[config.mk]
export PLATFORM = sky130hd
export DESIGN_NAME = fpadd_arbiter
export DESIGN_NICKNAME = d
export VERILOG_FILES = /design/src/rtl/fpadd_arbiter.sv
export SDC_FILE = /design/constraint.sdc
export NUM_CORES = 1
export LEC_CHECK = 0
export ABC_AREA = 0
export CAP_MARGIN = 30
export CORE_MARGIN = 1
export CORE_UTILIZATION = 25
export DETAILED_ROUTE_END_ITERATION = 10
export PLACE_DENSITY = 0.56
export SETUP_SLACK_MARGIN = 0.3
export SLEW_MARGIN = 20
export SYNTH_ARGS = -nofsm -noshare
export SYNTH_HDL_FRONTEND = slang
export SYNTH_SLANG_ARGS = --single-unit
[constraint.sdc]
create_clock -name clk -period 5.95 [get_ports clk]
set_input_delay 0.8925 -clock clk [delete_from_list [all_inputs] [get_ports clk]]
set_output_delay 0.8925 -clock clk [all_outputs]
set_load 0.03 [all_outputs]
[src/rtl/fpadd_arbiter.sv]
// fpadd_arbiter: two-requester front end for a shared, fixed-latency FP32 adder.
// The adder takes its operands from add_a/add_b and returns the sum on
// add_result ADD_LAT edges after the operands load. Each response goes back to
// the requester that issued it, and responses come back in issue order.
// Build option: define FPADD_ARB_RR_EN for round-robin arbitration. When it is
// not defined, arbitration is fixed priority and req0 always wins.
module fpadd_arbiter #(
  parameter int ADD_LAT = 2
) (
  input  logic        clk,
  input  logic        reset,
  input  logic        req0_valid,
  input  logic [31:0] req0_a,
  input  logic [31:0] req0_b,
  output logic        req0_ready,
  input  logic        req1_valid,
  input  logic [31:0] req1_a,
  input  logic [31:0] req1_b,
  output logic        req1_ready,
  output logic        resp0_valid,
  output logic [31:0] resp0_data,
  output logic        resp1_valid,
  output logic [31:0] resp1_data,
  output logic [31:0] add_a,
  output logic [31:0] add_b,
  input  logic [31:0] add_result,
  input  logic        drain,
  output logic        drained,
  output logic [2:0]  inflight
);
  // The tag pipe has ADD_LAT+1 stages, [STAGES:0]. A tag leaves the top stage
  // on the edge where add_result holds that tag's sum.
  localparam int STAGES = ADD_LAT;

  typedef enum logic [1:0] {RUN, DRAIN, DRAINED} state_t;

  state_t            r_state, w_state_nxt;
  logic [STAGES:0]   r_vld_pipe;
  logic [STAGES:0]   r_id_pipe;
  logic [2:0]        r_inflight;
  logic              r_resp0_valid, r_resp1_valid;
  logic [31:0]       r_resp0_data, r_resp1_data;
  logic [31:0]       r_add_a, r_add_b;
  logic              w_pick1;
  logic              w_gnt0, w_gnt1, w_xfer;
  logic              w_resp, w_resp_id;

`ifdef FPADD_ARB_RR_EN
  logic              r_last_gnt;
  // Remember who won the last transfer. Reset to 1 so that req0 wins the first tie.
  always_ff @(posedge clk or posedge reset) begin
    if (reset)       r_last_gnt <= 1'b1;
    else if (w_xfer) r_last_gnt <= w_gnt1;
  end
  assign w_pick1 = ~r_last_gnt;
`else
  assign w_pick1 = 1'b0;
`endif

  // Combinational grant. w_pick1 only resolves the case where both requesters are valid.
  always_comb begin
    w_gnt0 = 1'b0;
    w_gnt1 = 1'b0;
    if (r_state == RUN) begin
      w_gnt0 = req0_valid & ~(req1_valid & w_pick1);
      w_gnt1 = req1_valid & ~(req0_valid & ~w_pick1);
    end
  end

  assign w_xfer    = w_gnt0 | w_gnt1;
  assign w_resp    = r_vld_pipe[STAGES];
  assign w_resp_id = r_id_pipe[STAGES];

  // Tag pipe: each stage holds {valid, requester id} for one issued operation.
  always_ff @(posedge clk or posedge reset) begin
    if (reset) begin
      r_vld_pipe <= '0;
      r_id_pipe  <= '0;
    end else begin
      r_vld_pipe <= {r_vld_pipe[STAGES-1:0], w_xfer};
      r_id_pipe  <= {r_id_pipe[STAGES-1:0], w_gnt1};
    end
  end

  // Operand registers. They load only on a transfer and hold their value otherwise.
  always_ff @(posedge clk or posedge reset) begin
    if (reset) begin
      r_add_a <= '0;
      r_add_b <= '0;
    end else if (w_xfer) begin
      r_add_a <= w_gnt1 ? req1_a : req0_a;
      r_add_b <= w_gnt1 ? req1_b : req0_b;
    end
  end

  // Capture the sum for the tag that is leaving the pipe. The valid pulse lasts
  // one cycle. The data holds until the next response to the same requester.
  always_ff @(posedge clk or posedge reset) begin
    if (reset) begin
      r_resp0_valid <= 1'b0;
      r_resp1_valid <= 1'b0;
      r_resp0_data  <= '0;
      r_resp1_data  <= '0;
    end else begin
      r_resp0_valid <= w_resp & ~w_resp_id;
      r_resp1_valid <= w_resp &  w_resp_id;
      if (w_resp && !w_resp_id) r_resp0_data <= add_result;
      if (w_resp &&  w_resp_id) r_resp1_data <= add_result;
    end
  end

  // Count of operations in flight. An issue and a response on the same edge cancel out.
  always_ff @(posedge clk or posedge reset) begin
    if (reset) begin
      r_inflight <= '0;
    end else begin
      case ({w_xfer, w_resp})
        2'b10:   r_inflight <= r_inflight + 3'd1;
        2'b01:   r_inflight <= r_inflight - 3'd1;
        default: r_inflight <= r_inflight;
      endcase
    end
  end

  // FSM state register.
  always_ff @(posedge clk or posedge reset) begin
    if (reset) r_state <= RUN;
    else       r_state <= w_state_nxt;
  end

  // FSM next state. Dropping drain always returns to RUN.
  always_comb begin
    w_state_nxt = r_state;
    case (r_state)
      RUN:     if (drain) w_state_nxt = DRAIN;
      DRAIN:   if (!drain) w_state_nxt = RUN;
               else if (r_inflight == 3'd0) w_state_nxt = DRAINED;
      DRAINED: if (!drain) w_state_nxt = RUN;
      default: w_state_nxt = RUN;
    endcase
  end

  assign req0_ready  = w_gnt0;
  assign req1_ready  = w_gnt1;
  assign resp0_valid = r_resp0_valid;
  assign resp1_valid = r_resp1_valid;
  assign resp0_data  = r_resp0_data;
  assign resp1_data  = r_resp1_data;
  assign add_a       = r_add_a;
  assign add_b       = r_add_b;
  assign drained     = (r_state == DRAINED);
  assign inflight    = r_inflight;
endmodule

* After elaboration in Yosys (flattened, before gate mapping)
Cells that the tools add are included.
** Cells by class
- Div/mod/pow operators :: 0
- Bitwise operators :: 6
- Add/subtract/negate cells :: 2
- Magnitude comparators :: 0
- Shift operators :: 0
- Mux-type cells :: 10
- Reduce and logical (&&, ||, !) cells :: 7
- Eq/ne operators :: 7
- Multipliers :: 0
** Operator list (number)
- $mux W32 :: 2
- $mux W2 :: 4
- $pmux W2 S3 :: 1
- $pmux W3 S2 :: 1
- $eq A2 B1 Y1 const B :: 2
- $eq A2 B2 Y1 const B :: 2
- $ne A2 B2 Y1 const B :: 2
- $add A3 B1 Y3 const B :: 1
- $and A1 B1 Y1 :: 3
- $logic_not A3 Y1 :: 1
- $ne A3 B3 Y1 const B :: 1
- $reduce_and A3 Y1 :: 1
- $sub A3 B1 Y3 const B :: 1
- $logic_and A1 B1 Y1 :: 2
- $logic_not A2 Y1 :: 1
- $mux W1 :: 2
- $not A1 Y1 :: 2
- $reduce_bool A2 Y1 :: 1
- $logic_not A1 Y1 :: 1
- $or A1 B1 Y1 :: 1
** Word-level totals
- Bits in read-only memories :: 0
- Memories :: 0
- Latch bits :: 0
- Input port bits :: 165
- Output and inout port bits :: 136
- Register bits after elaboration :: 141
- Bits in writable memories :: 0

* Longest topological paths before layout
Gate-level depths: netlist (run 1).
- Depth after elaboration :: 6
- Gate-level depth with buffers :: 8
- Gate-level depth less buffers :: 8

* Worst setup path before layout (run 1)
Ideal clock, no wire load.
- Path type :: input to output
- Start point :: input req0_valid
- End point :: output req1_ready
- Stages :: 4
- Path buffers :: 2
- Slack :: 3143 ps
- Required time :: 5058 ps
- Arrival :: 1915 ps
- Path through :: or4b_1 > buf_6 > buf_6 > inv_1
** Between the ends
- Cells in the longest elaborated chain, start to end :: 3
** RTL lines
- start: declaration :: line 12 : input logic req0_valid,
- $not A1 Y1 :: line 66 : w_gnt1 = req1_valid & ~(req0_valid & ~w_pick1);
- $and A1 B1 Y1 :: line 66
- $mux W1 :: line 64 : if (r_state == RUN) begin
- end: declaration :: line 19 : output logic req1_ready,
No other way between the ends.

* Worst setup path in the final report (run 1)
Same ends and word-level chain as after synthesis.

==> results of run 1 <==
path summary, 6_finish.rpt:
check | end | slack (ps) | depth (start not counted)
min reg2reg | r_id_pipe[2]$_DFF_PP0_ | 340 | 0
min | r_id_pipe[2]$_DFF_PP0_ | 340 | 0
min in group asynchronous | add_a[2]$_DFFE_PP0P_ | 830 | 2
max in group asynchronous | resp1_data[31]$_DFFE_PP0P_ | 3830 | 4
max | req1_ready | 2210 | 4
max reg2reg | add_b[29]$_DFFE_PP0P_ | 3470 | 5
final cells by class:
cell class,count,area share
flip-flops and latches,141,0.352
repair buffers,307,0.309
multi-input cells,211,0.238
clock buffers,17,0.0424
well taps,319,0.0398
clock inverters,15,0.0152
inverters,8,0.00374
cell usage after synthesis:
master	instances
dfrtp_1	141
mux2_2	68
a22o_1	60
mux2_4	59
buf_2	7
buf_6	7
inv_1	7
a22o_2	5
clkbuf_1	5
clkbuf_4	5
buf_1	3
nor2_1	3
xor2_1	2
and2_2	1
and2b_2	1
fa_1	1
ha_1	1
inv_2	1
mux2i_1	1
nand2_1	1
nand2b_1	1
nor2b_1	1
nor4_1	1
o21a_1	1
o21ai_0	1
o311a_1	1
or4b_1	1
xnor2_1	1
state kept, by name, summed over array words and instances (netlist names), 2 cells and up:
name        flops
r_vld_pipe      3
resp1_data     32
add_a          32
r_state         2
resp0_data     32
r_id_pipe       3
add_b          32
inflight        3
layer usage:
metal,track usage,routed length [um]
met1,0.148,6610
met2,0.230,8340
met3,0.0528,1490
met4,0.0343,132
met5,0,0
through the flow:
stage,hold WS (ps),utilization
after floorplan,331,-
after global placement,333,0.395
after detailed placement,336,0.397
after CTS,340,0.421
after global routing,362,0.422
final,341,0.422
critical path: stages:
cell and delay, ps:
clkdlybuf4s50_1 470, or4b_2 710, inv_1 100, clkdlybuf4s50_1 670
report_power, final:
group | internal [mW] | switching (mW) | leakage, nW
logic | 1.21 | 1.26 | 2.40
registers | 1.35 | 0.227 | 1.65
clock network | 0.591 | 0.443 | 0.282
kinds of logic after synthesis:
logic type,count (synthesis),synth area share
compound gates,68,0.0977
xor+xnor,3,0.00430
fa+ha+maj,2,0.00532
buf+inv,35,0.0346
flops,141,0.577
mux,128,0.272
simple gates,10,0.00982
cells in the final DEF (no fill, tap or decap):
cell / netlist / layout
nor2_1: 3 / 3
mux2_2: 68 / 68
nor4_1: 1 / 1
xor2_1: 2 / 2
or4b_2: 0 / 1
clkinvlp_4: 0 / 2
mux2i_1: 1 / 1
o311a_1: 1 / 1
inv_1: 7 / 6
clkinv_2: 0 / 2
o21a_1: 1 / 1
nand2_1: 1 / 1
fa_1: 1 / 1
bufinv_16: 0 / 1
a22o_1: 60 / 60
nand2b_1: 1 / 1
ha_1: 1 / 1
a22o_2: 5 / 5
buf_16: 0 / 1
nor2b_4: 0 / 1
clkbuf_16: 0 / 17
mux2_4: 59 / 59
clkinv_4: 0 / 3
buf_12: 0 / 2
xnor2_1: 1 / 1
inv_6: 0 / 4
dfrtp_1: 141 / 141
clkdlybuf4s50_1: 0 / 300
o21ai_0: 1 / 1
inv_8: 0 / 4
inv_4: 0 / 1
and2_2: 1 / 1
buf_4: 0 / 4
and2b_2: 1 / 1
==> metrics, run 1 <==
worst setup path class primary input to output port; pre-CTS setup slack approximately 2200 ps; Via Count roughly 4,400; Hold Crit Class register to register; row cnt 56; synthesized flop and latch total 141; ANT nets after route 0; Final #Nets around 850; area leader, netlist dfrtp_1; I/O Pins around 300; Finish-stage setup viols 0; FF/Latch Area between 0.003 and 0.004 mm^2; CTS Sinks 141; GRT overflow 0; post-route cell area approximately 0.010 mm^2; largest net degree at the start of global routing 96; fin cells roughly 1,000; P per Cell Area between 500 and 600 mW/mm^2; drt first-iter violations 139; Inst Count DP 985; number of max-cap violations 0; relative slew slack 0.436; hold buffer count at CTS 0; number of CTS-inserted buffers 17; Slew @ Worst Pin around 850 ps; DRC errors left 0; clk buf depth 2; Setup TNS 0 ps; global-route wire length before repair between 20,000 and 30,000 um; CP Capture Type output port; Post-CTS Repair Setup Buffers 0; Clock Latency Late Sink around 410 ps; RR Startpoint r_state[1]$_DFFE_PP0P_; CTS H-tree lvls 4; GPL Wtd Cong just over 0.7; initial antenna violation count 1; Leak 4.34 nW; Layout area overhead 63.9%; syn avg cell area roughly 16 um^2; Setup crit start kind primary input; Worst Path Max Fanout 5; hold_sp r_id_pipe[1]$_DFF_PP0_; RSZ-0062 raised after global routing false; drt via density ~4.3; Critical Path RT around 5000 ps; Multi-input gate area ~0.0024 mm^2; Die X around 160 um; clock tree root driver cell clkbuf_16; Synth area leaders dfrtp_1 58%, mux2_4 14%, mux2_2 13%, a22o_1 8.6%, buf_6 1.3%; fin crit share 0.629; Setup WS post-layout 2210 ps; share of cells above drive strength 1 0.253; PortBufs 300; Fill cells approximately 2,200; Diodes inserted 0; Fin. Hold Viols 0; die area 0.0251 mm^2; post_cts resized 0; post-synthesis cell count a little under 400; Final Skew roughly 8.3 ps; final max-slew violation count 0; DR WL/cell around 16 um; Global Route Usage Sum 0.132; WP data arrival between 2000 and 3000 ps; placed instance area 0.00942 mm^2; register area share after synthesis 0.577; Yosys warnings 0; total core area 0.0238 mm^2; DR pass1 iterations 4; vias in the first global route around 4,700; Die H between 150 and 200 um; Clk pin slew, worst setup/hold paths approximately 60 ps; Pwr Total 5.08 mW; post-layout min period 3740 ps; Critical path origin req0_valid; Synth cell types 28; Starting Density 0.258; VDD IR max approximately 0.23 mV; Yosys top cell area share 0.577; status finished, final reports clean; Mapped Area 0.00612 mm^2; CTS tree yes; Post-Syn Nets 554; DP HPWL 12,200 um; Max Clock Freq 267 MHz; final wirelength roughly 17,000 um
Power figures use the tool's default switching activity.
==> run 2: changes to the inputs <==
--- a/config.mk
+++ b/config.mk
@@ -10,7 +10,7 @@
 export CORE_MARGIN = 1
 export CORE_UTILIZATION = 25
 export DETAILED_ROUTE_END_ITERATION = 10
-export PLACE_DENSITY = 0.56
+export PLACE_DENSITY = 0.58
 export SETUP_SLACK_MARGIN = 0.3
 export SLEW_MARGIN = 20
 export SYNTH_ARGS = -nofsm -noshare
==> constraint.sdc (replaced) <==
create_clock -name clk -period 3.2 [get_ports clk]
set_input_delay 0.48 -clock clk [delete_from_list [all_inputs] [get_ports clk]]
set_output_delay 0.48 -clock clk [all_outputs]
set_load 0.03 [all_outputs]
==> metrics, run 2 (synthesis results as in run 1) <==
status finished, final reports clean (unchanged); Worst Path Max Fanout 17 (was 5); share of power burned in registers 0.313 (was 0.310); pre-CTS setup slack 341 ps (was 2210 ps); max incr delay on CP 970 ps (was 710 ps); VDD IR max 0.476 mV (was 0.231 mV); final core utilization 0.422 (about the same); setup slack, reg-to-reg 910 ps (was 3470 ps); vias in the first global route 4,715 (was 4,655); CP Capture Type output port (unchanged); Fin Hold WS 347 ps (was 341 ps); portion of total power attributed to the clock network 0.194 (was 0.204); CTS tree yes (unchanged); clk buf depth 2 (unchanged); post_cts resized 0 (unchanged); PortBufs 300 (unchanged); Fin. Hold Viols 0 (unchanged); final max-slew violation count 0 (unchanged); post-layout min period approximately 2700 ps; Clock Latency Late Sink 420 ps (was 410 ps); most common cell after layout, fill and taps aside clkdlybuf4s50_1 (unchanged); Fill cells 2,159 (was 2,151); GRT overflow 0 (unchanged); DR WL/cell 17.1 um (was 16.3 um); Hold Crit Class register to register (unchanged); number of CTS-inserted buffers 17 (unchanged); Slew @ Worst Pin 701 ps (was 846 ps); Multi-input gate area 0.00239 mm^2 (unchanged); Final #Nets 856 (was 853); Clk pin slew, worst setup/hold paths 60 ps (about the same); relative slew slack 0.533 (was 0.436); Starting Density 0.258 (unchanged); ANT nets after route 0 (unchanged); Die X 158 um (unchanged); Net Sw Frac 0.377 (was 0.380); P per Cell Area 932 mW/mm^2 (was 507 mW/mm^2); RSZ-0062 raised after global routing false (unchanged); fin crit share 0.858; Setup WS post-layout 453 ps (was 2210 ps); worst setup path class primary input to output port (unchanged); share of cells above drive strength 1 0.255 (was 0.253); CTS H-tree lvls 4 (unchanged); FF/Latch Area 0.00353 mm^2 (unchanged); placed instance area 0.00950 mm^2 (was 0.00942 mm^2); final wirelength 17,400 um (was 16,600 um); WP data arrival 2270 ps (was 2850 ps); NetSw 3.52 mW (was 1.93 mW); Setup crit start kind primary input (unchanged); DRC errors left 0 (unchanged); Max Clock Freq 364 MHz; Reg-to-Reg End add_a[27]$_DFFE_PP0P_ (was add_b[29]$_DFFE_PP0P_); CP max-delay cell or4b_2 (unchanged); Finish-stage setup viols 0 (unchanged); commonest non-fill, non-tap cells in the layout 299 x clkdlybuf4s50_1, 141 x dfrtp_1, 68 x mux2_2 (was 300 x clkdlybuf4s50_1, 141 x dfrtp_1, 68 x mux2_2); hold buffer count at CTS 0 (unchanged); Combinational Power Share 0.494 (was 0.486); Worst Hold Depth 0 (unchanged); CP cell instances clkdlybuf4s50_1 -> or4b_2 -> inv_1 -> buf_4 (was clkdlybuf4s50_1 -> or4b_2 -> inv_1 -> clkdlybuf4s50_1); Post-CTS Repair Setup Buffers 0 (unchanged); RR Startpoint r_state[1]$_DFFE_PP0P_ (unchanged); hold_sp r_vld_pipe[0]$_DFF_PP0_ (was r_id_pipe[1]$_DFF_PP0_); drt first-iter violations 155 (was 139); internal power 5.83 mW (was 3.15 mW); DP HPWL 12,700 um (was 12,200 um); Global Route Usage Sum 0.138 (was 0.132); die area 0.0251 mm^2 (unchanged); drt via density 4.36 (was 4.30); total core area 0.0238 mm^2 (unchanged); Critical Path RT 2720 ps (was 5060 ps); Final Skew 10.2 ps (was 8.33 ps); global-route wire length before repair 25,900 um (was 25,000 um); initial antenna violation count 0 (was 1); Leak 4.34 nW (about the same); clock tree root driver cell clkbuf_16 (unchanged); CTS Sinks 141 (unchanged); GPL Wtd Cong 0.722 (was 0.727); row cnt 56 (unchanged); Setup TNS 0 ps (unchanged); number of max-cap violations 0 (unchanged); Die H 158 um (unchanged); DR pass1 iterations 4 (unchanged); Via Count 4,436 (was 4,374); Worst Hold Endpoint r_vld_pipe[1]$_DFF_PP0_ (was r_id_pipe[2]$_DFF_PP0_); I/O Pins 301 (unchanged); reg2reg path depth 4 (was 5); Diodes inserted 0 (unchanged); post-route cell area 0.0100 mm^2 (about the same); Layout area overhead 63.9% (about the same); largest net degree at the start of global routing 75 (was 96)
-- run 2: changes by cell type in the layout (fill, tap and decap cells not counted), sizes merged --
cell / change
buf: +4
inv: -7
clkinvlp: +1
clkdlybuf4s50: -1
clkinv: +3
-- run 2: per-layer routing --
| layer | vias to the layer above | wire length (um) | GRT usage |
|---|---|---|---|
| li1 | 2020 | - | - |
| met2 | 177 | 8890 | 0.241 |
| met3 | 11 | 1280 | 0.0441 |
| met5 | - | 0 | 0 |
| met1 | 2228 | 7070 | 0.160 |
| met4 | 0 | 155 | 0.0375 |
-- run 2: final cells by class --
class	instances	area share
inverters	8	0.00362
clock inverters	12	0.0101
repair buffers	310	0.314
multi-input cells	211	0.238
clock buffers	17	0.0424
well taps	319	0.0398
flip-flops and latches	141	0.352
-- run 2: how the worst max path moves through the flow --
stage               slack, ps       start  depth (start not counted)               endpoint
floorplan                 960       reset                          1   add_a[0]$_DFFE_PP0P_
global placement          370  req0_valid                          5  add_a[30]$_DFFE_PP0P_
detailed placement        340  req0_valid                          5  add_a[29]$_DFFE_PP0P_
CTS                       420  req0_valid                          4             req1_ready
global route              350  req0_valid                          4             req1_ready
finish                    450  req0_valid                          4             req1_ready
-- run 2: worst max-delay path, delay by kind of cell --
family / cells / cell delay (ps)
buffers and inverters: 3 / 810
AND/OR/NAND/NOR: 1 / 970
-- run 2: power by group through the flow --
stage / sequential, mW / combinational [mW] / clock [mW]
floorplan: 4.33 / 1.24 / 0
global placement: 2.93 / 4.61 / 0
detailed placement: 2.94 / 4.67 / 0
CTS: 2.93 / 4.68 / 1.89
global route: 3.02 / 4.84 / 1.96
finish: 2.92 / 4.61 / 1.81
-- run 2: stage by stage --
stage                     std cells  power (mW)
final                          1018        9.35
after global routing           1018        9.82
after CTS                      1018        9.50
after detailed placement        989        7.61
after global placement          988        7.53
after floorplan                 387        5.57
==> run 3: changes to the inputs <==
--- a/config.mk
+++ b/config.mk
@@ -8,9 +8,9 @@
 export ABC_AREA = 0
 export CAP_MARGIN = 30
 export CORE_MARGIN = 1
-export CORE_UTILIZATION = 25
+export CORE_UTILIZATION = 37
 export DETAILED_ROUTE_END_ITERATION = 10
-export PLACE_DENSITY = 0.58
+export PLACE_DENSITY = 0.79
 export SETUP_SLACK_MARGIN = 0.3
 export SLEW_MARGIN = 20
 export SYNTH_ARGS = -nofsm -noshare
==> metrics, run 3 (synthesis results as in run 1) <==
final max-slew violation count 0 (unchanged); Diodes inserted 0 (unchanged); Worst Hold Depth 0 (unchanged); Final #Nets 855 (was 856); Leak 4.34 nW (about the same); global-route wire length before repair 24,700 um (was 25,900 um); DRC errors left 0 (unchanged); CP cell instances clkdlybuf4s50_1 -> or4b_2 -> inv_1 -> buf_12 (was clkdlybuf4s50_1 -> or4b_2 -> inv_1 -> buf_4); largest net degree at the start of global routing 142 (was 75); WP data arrival 1940 ps (was 2270 ps); post_cts resized 0 (unchanged); clk buf depth 2 (unchanged); CP max-delay cell or4b_2 (unchanged); CP Capture Type output port (unchanged); Finish-stage setup viols 0 (unchanged); total core area 0.0160 mm^2 (was 0.0238 mm^2); number of CTS-inserted buffers 17 (unchanged); P per Cell Area 953 mW/mm^2 (was 932 mW/mm^2); PortBufs 300 (unchanged); Setup TNS 0 ps (unchanged); reg2reg path depth 4 (unchanged); number of max-cap violations 0 (unchanged); Starting Density 0.382 (was 0.258); RSZ-0062 raised after global routing false (unchanged); share of cells above drive strength 1 0.257 (was 0.255); Via Count 4,470 (was 4,436); I/O Pins 301 (unchanged); DR pass1 iterations 4 (unchanged); DP HPWL 11,600 um (was 12,700 um); Clock Latency Late Sink 410 ps (was 420 ps); GRT overflow 0 (unchanged); max incr delay on CP 700 ps (was 970 ps); CTS H-tree lvls 4 (unchanged); fin crit share 0.755 (was 0.858); worst setup path class primary input to output port (unchanged); Layout area overhead 62.6% (was 63.9%); Worst Path Max Fanout 5 (was 17); commonest non-fill, non-tap cells in the layout 299 x clkdlybuf4s50_1, 141 x dfrtp_1, 68 x mux2_2 (unchanged); Fin Hold WS 347 ps (about the same); Hold Crit Class register to register (unchanged); Final Skew 7.74 ps (was 10.2 ps); Die X 131 um (was 158 um); fin cells 917 (was 1,018); Slew @ Worst Pin 767 ps (was 701 ps); Post-CTS Repair Setup Buffers 0 (unchanged); Setup crit start kind primary input (unchanged); initial antenna violation count 0 (unchanged); ANT nets after route 0 (unchanged); die area 0.0171 mm^2 (was 0.0251 mm^2); Global Route Usage Sum 0.193 (was 0.138); Clk pin slew, worst setup/hold paths 60 ps (about the same); Die H 131 um (was 158 um); hold buffer count at CTS 0 (unchanged); drt via density 4.87 (was 4.36); Inst Count DP 884 (was 989); final wirelength 16,300 um (was 17,400 um); vias in the first global route 4,803 (was 4,715); Max Clock Freq 414 MHz (was 364 MHz); row cnt 46 (was 56); most common cell after layout, fill and taps aside clkdlybuf4s50_1 (unchanged); VDD IR max 0.421 mV (was 0.476 mV); CP Buf/Inv Count 3 (unchanged); CTS tree yes (unchanged); drt first-iter violations 136 (was 155); status finished, final reports clean (unchanged); relative slew slack 0.489 (was 0.533); final core utilization 0.622 (was 0.422); CTS Sinks 141 (unchanged); post-layout min period 2420 ps (was 2750 ps); Crit path max-delay family buffers and inverters (was simple AND/OR/NAND/NOR gates); GPL Wtd Cong 0.753 (was 0.722); Fin. Hold Viols 0 (unchanged); Stages on worst setup path 4 (unchanged); DR WL/cell 17.7 um (was 17.1 um); Critical Path RT 2720 ps (about the same); clock tree root driver cell clkbuf_16 (unchanged)
[run 3: cell types whose count changed in the layout (fill, tap and decap cells not counted), sizes merged]
cell	previous run	this run
buf	11	10
bufinv	1	2
clkbuf	17	18
clkinv	8	6
clkinvlp	3	6
[run 3: routing by layer]
layer | wire length [um] | track usage | vias up
li1 | - | - | 2029
met1 | 6150 | 0.214 | 2216
met2 | 8370 | 0.337 | 200
met3 | 1430 | 0.0713 | 25
met4 | 321 | 0.0717 | 0
met5 | 0 | 0 | -
[run 3: layout make-up]
class | count | area (um^2)
Timing Repair Buffer | 309 | 3140
Sequential cell | 141 | 3530
Clock inverter | 14 | 144
Clock buffer | 18 | 439
Fill cell | 1249 | 6050
Tap cell | 216 | 270
Multi-Input combinational cell | 211 | 2390
Inverter | 8 | 35.0
[run 3: worst reg2reg max path, cell delays in order (launching register included)]
cell	delay [ps]
dfrtp_1	400
or4b_2	660
buf_4	350
a22o_2	320
mux2_2	250
[run 3: final timing paths]
kind | startpoint | end | slack [ps]
setup / recovery | req0_valid | req1_ready | 780
hold / removal | r_vld_pipe[0]$_DFF_PP0_ | r_vld_pipe[1]$_DFF_PP0_ | 350
setup reg to reg | r_state[1]$_DFFE_PP0P_ | add_a[30]$_DFFE_PP0P_ | 1100
hold reg to reg | r_vld_pipe[0]$_DFF_PP0_ | r_vld_pipe[1]$_DFF_PP0_ | 350
max in group asynchronous | reset | add_b[8]$_DFFE_PP0P_ | 1980
min in group asynchronous | reset | add_a[0]$_DFFE_PP0P_ | 620
[run 3: power breakdown]
part	internal [mW]	leakage, nW	switching [mW]	total, mW
clock	1.17	0.275	0.753	1.92
combinational	2.27	2.42	2.35	4.62
sequential	2.51	1.65	0.423	2.93
total	5.95	4.34	3.53	9.48
[run 3: metrics by stage]
step	setup WS (ps)	instance area [um^2]	power [mW]
6_report	784	9950	9.48
4_1_cts	783	9930	9.57
5_1_grt	744	9950	9.94
2_1_floorplan	957	6120	5.57
3_3_place_gp	542	9340	7.49
3_5_place_dp	525	9340	7.59
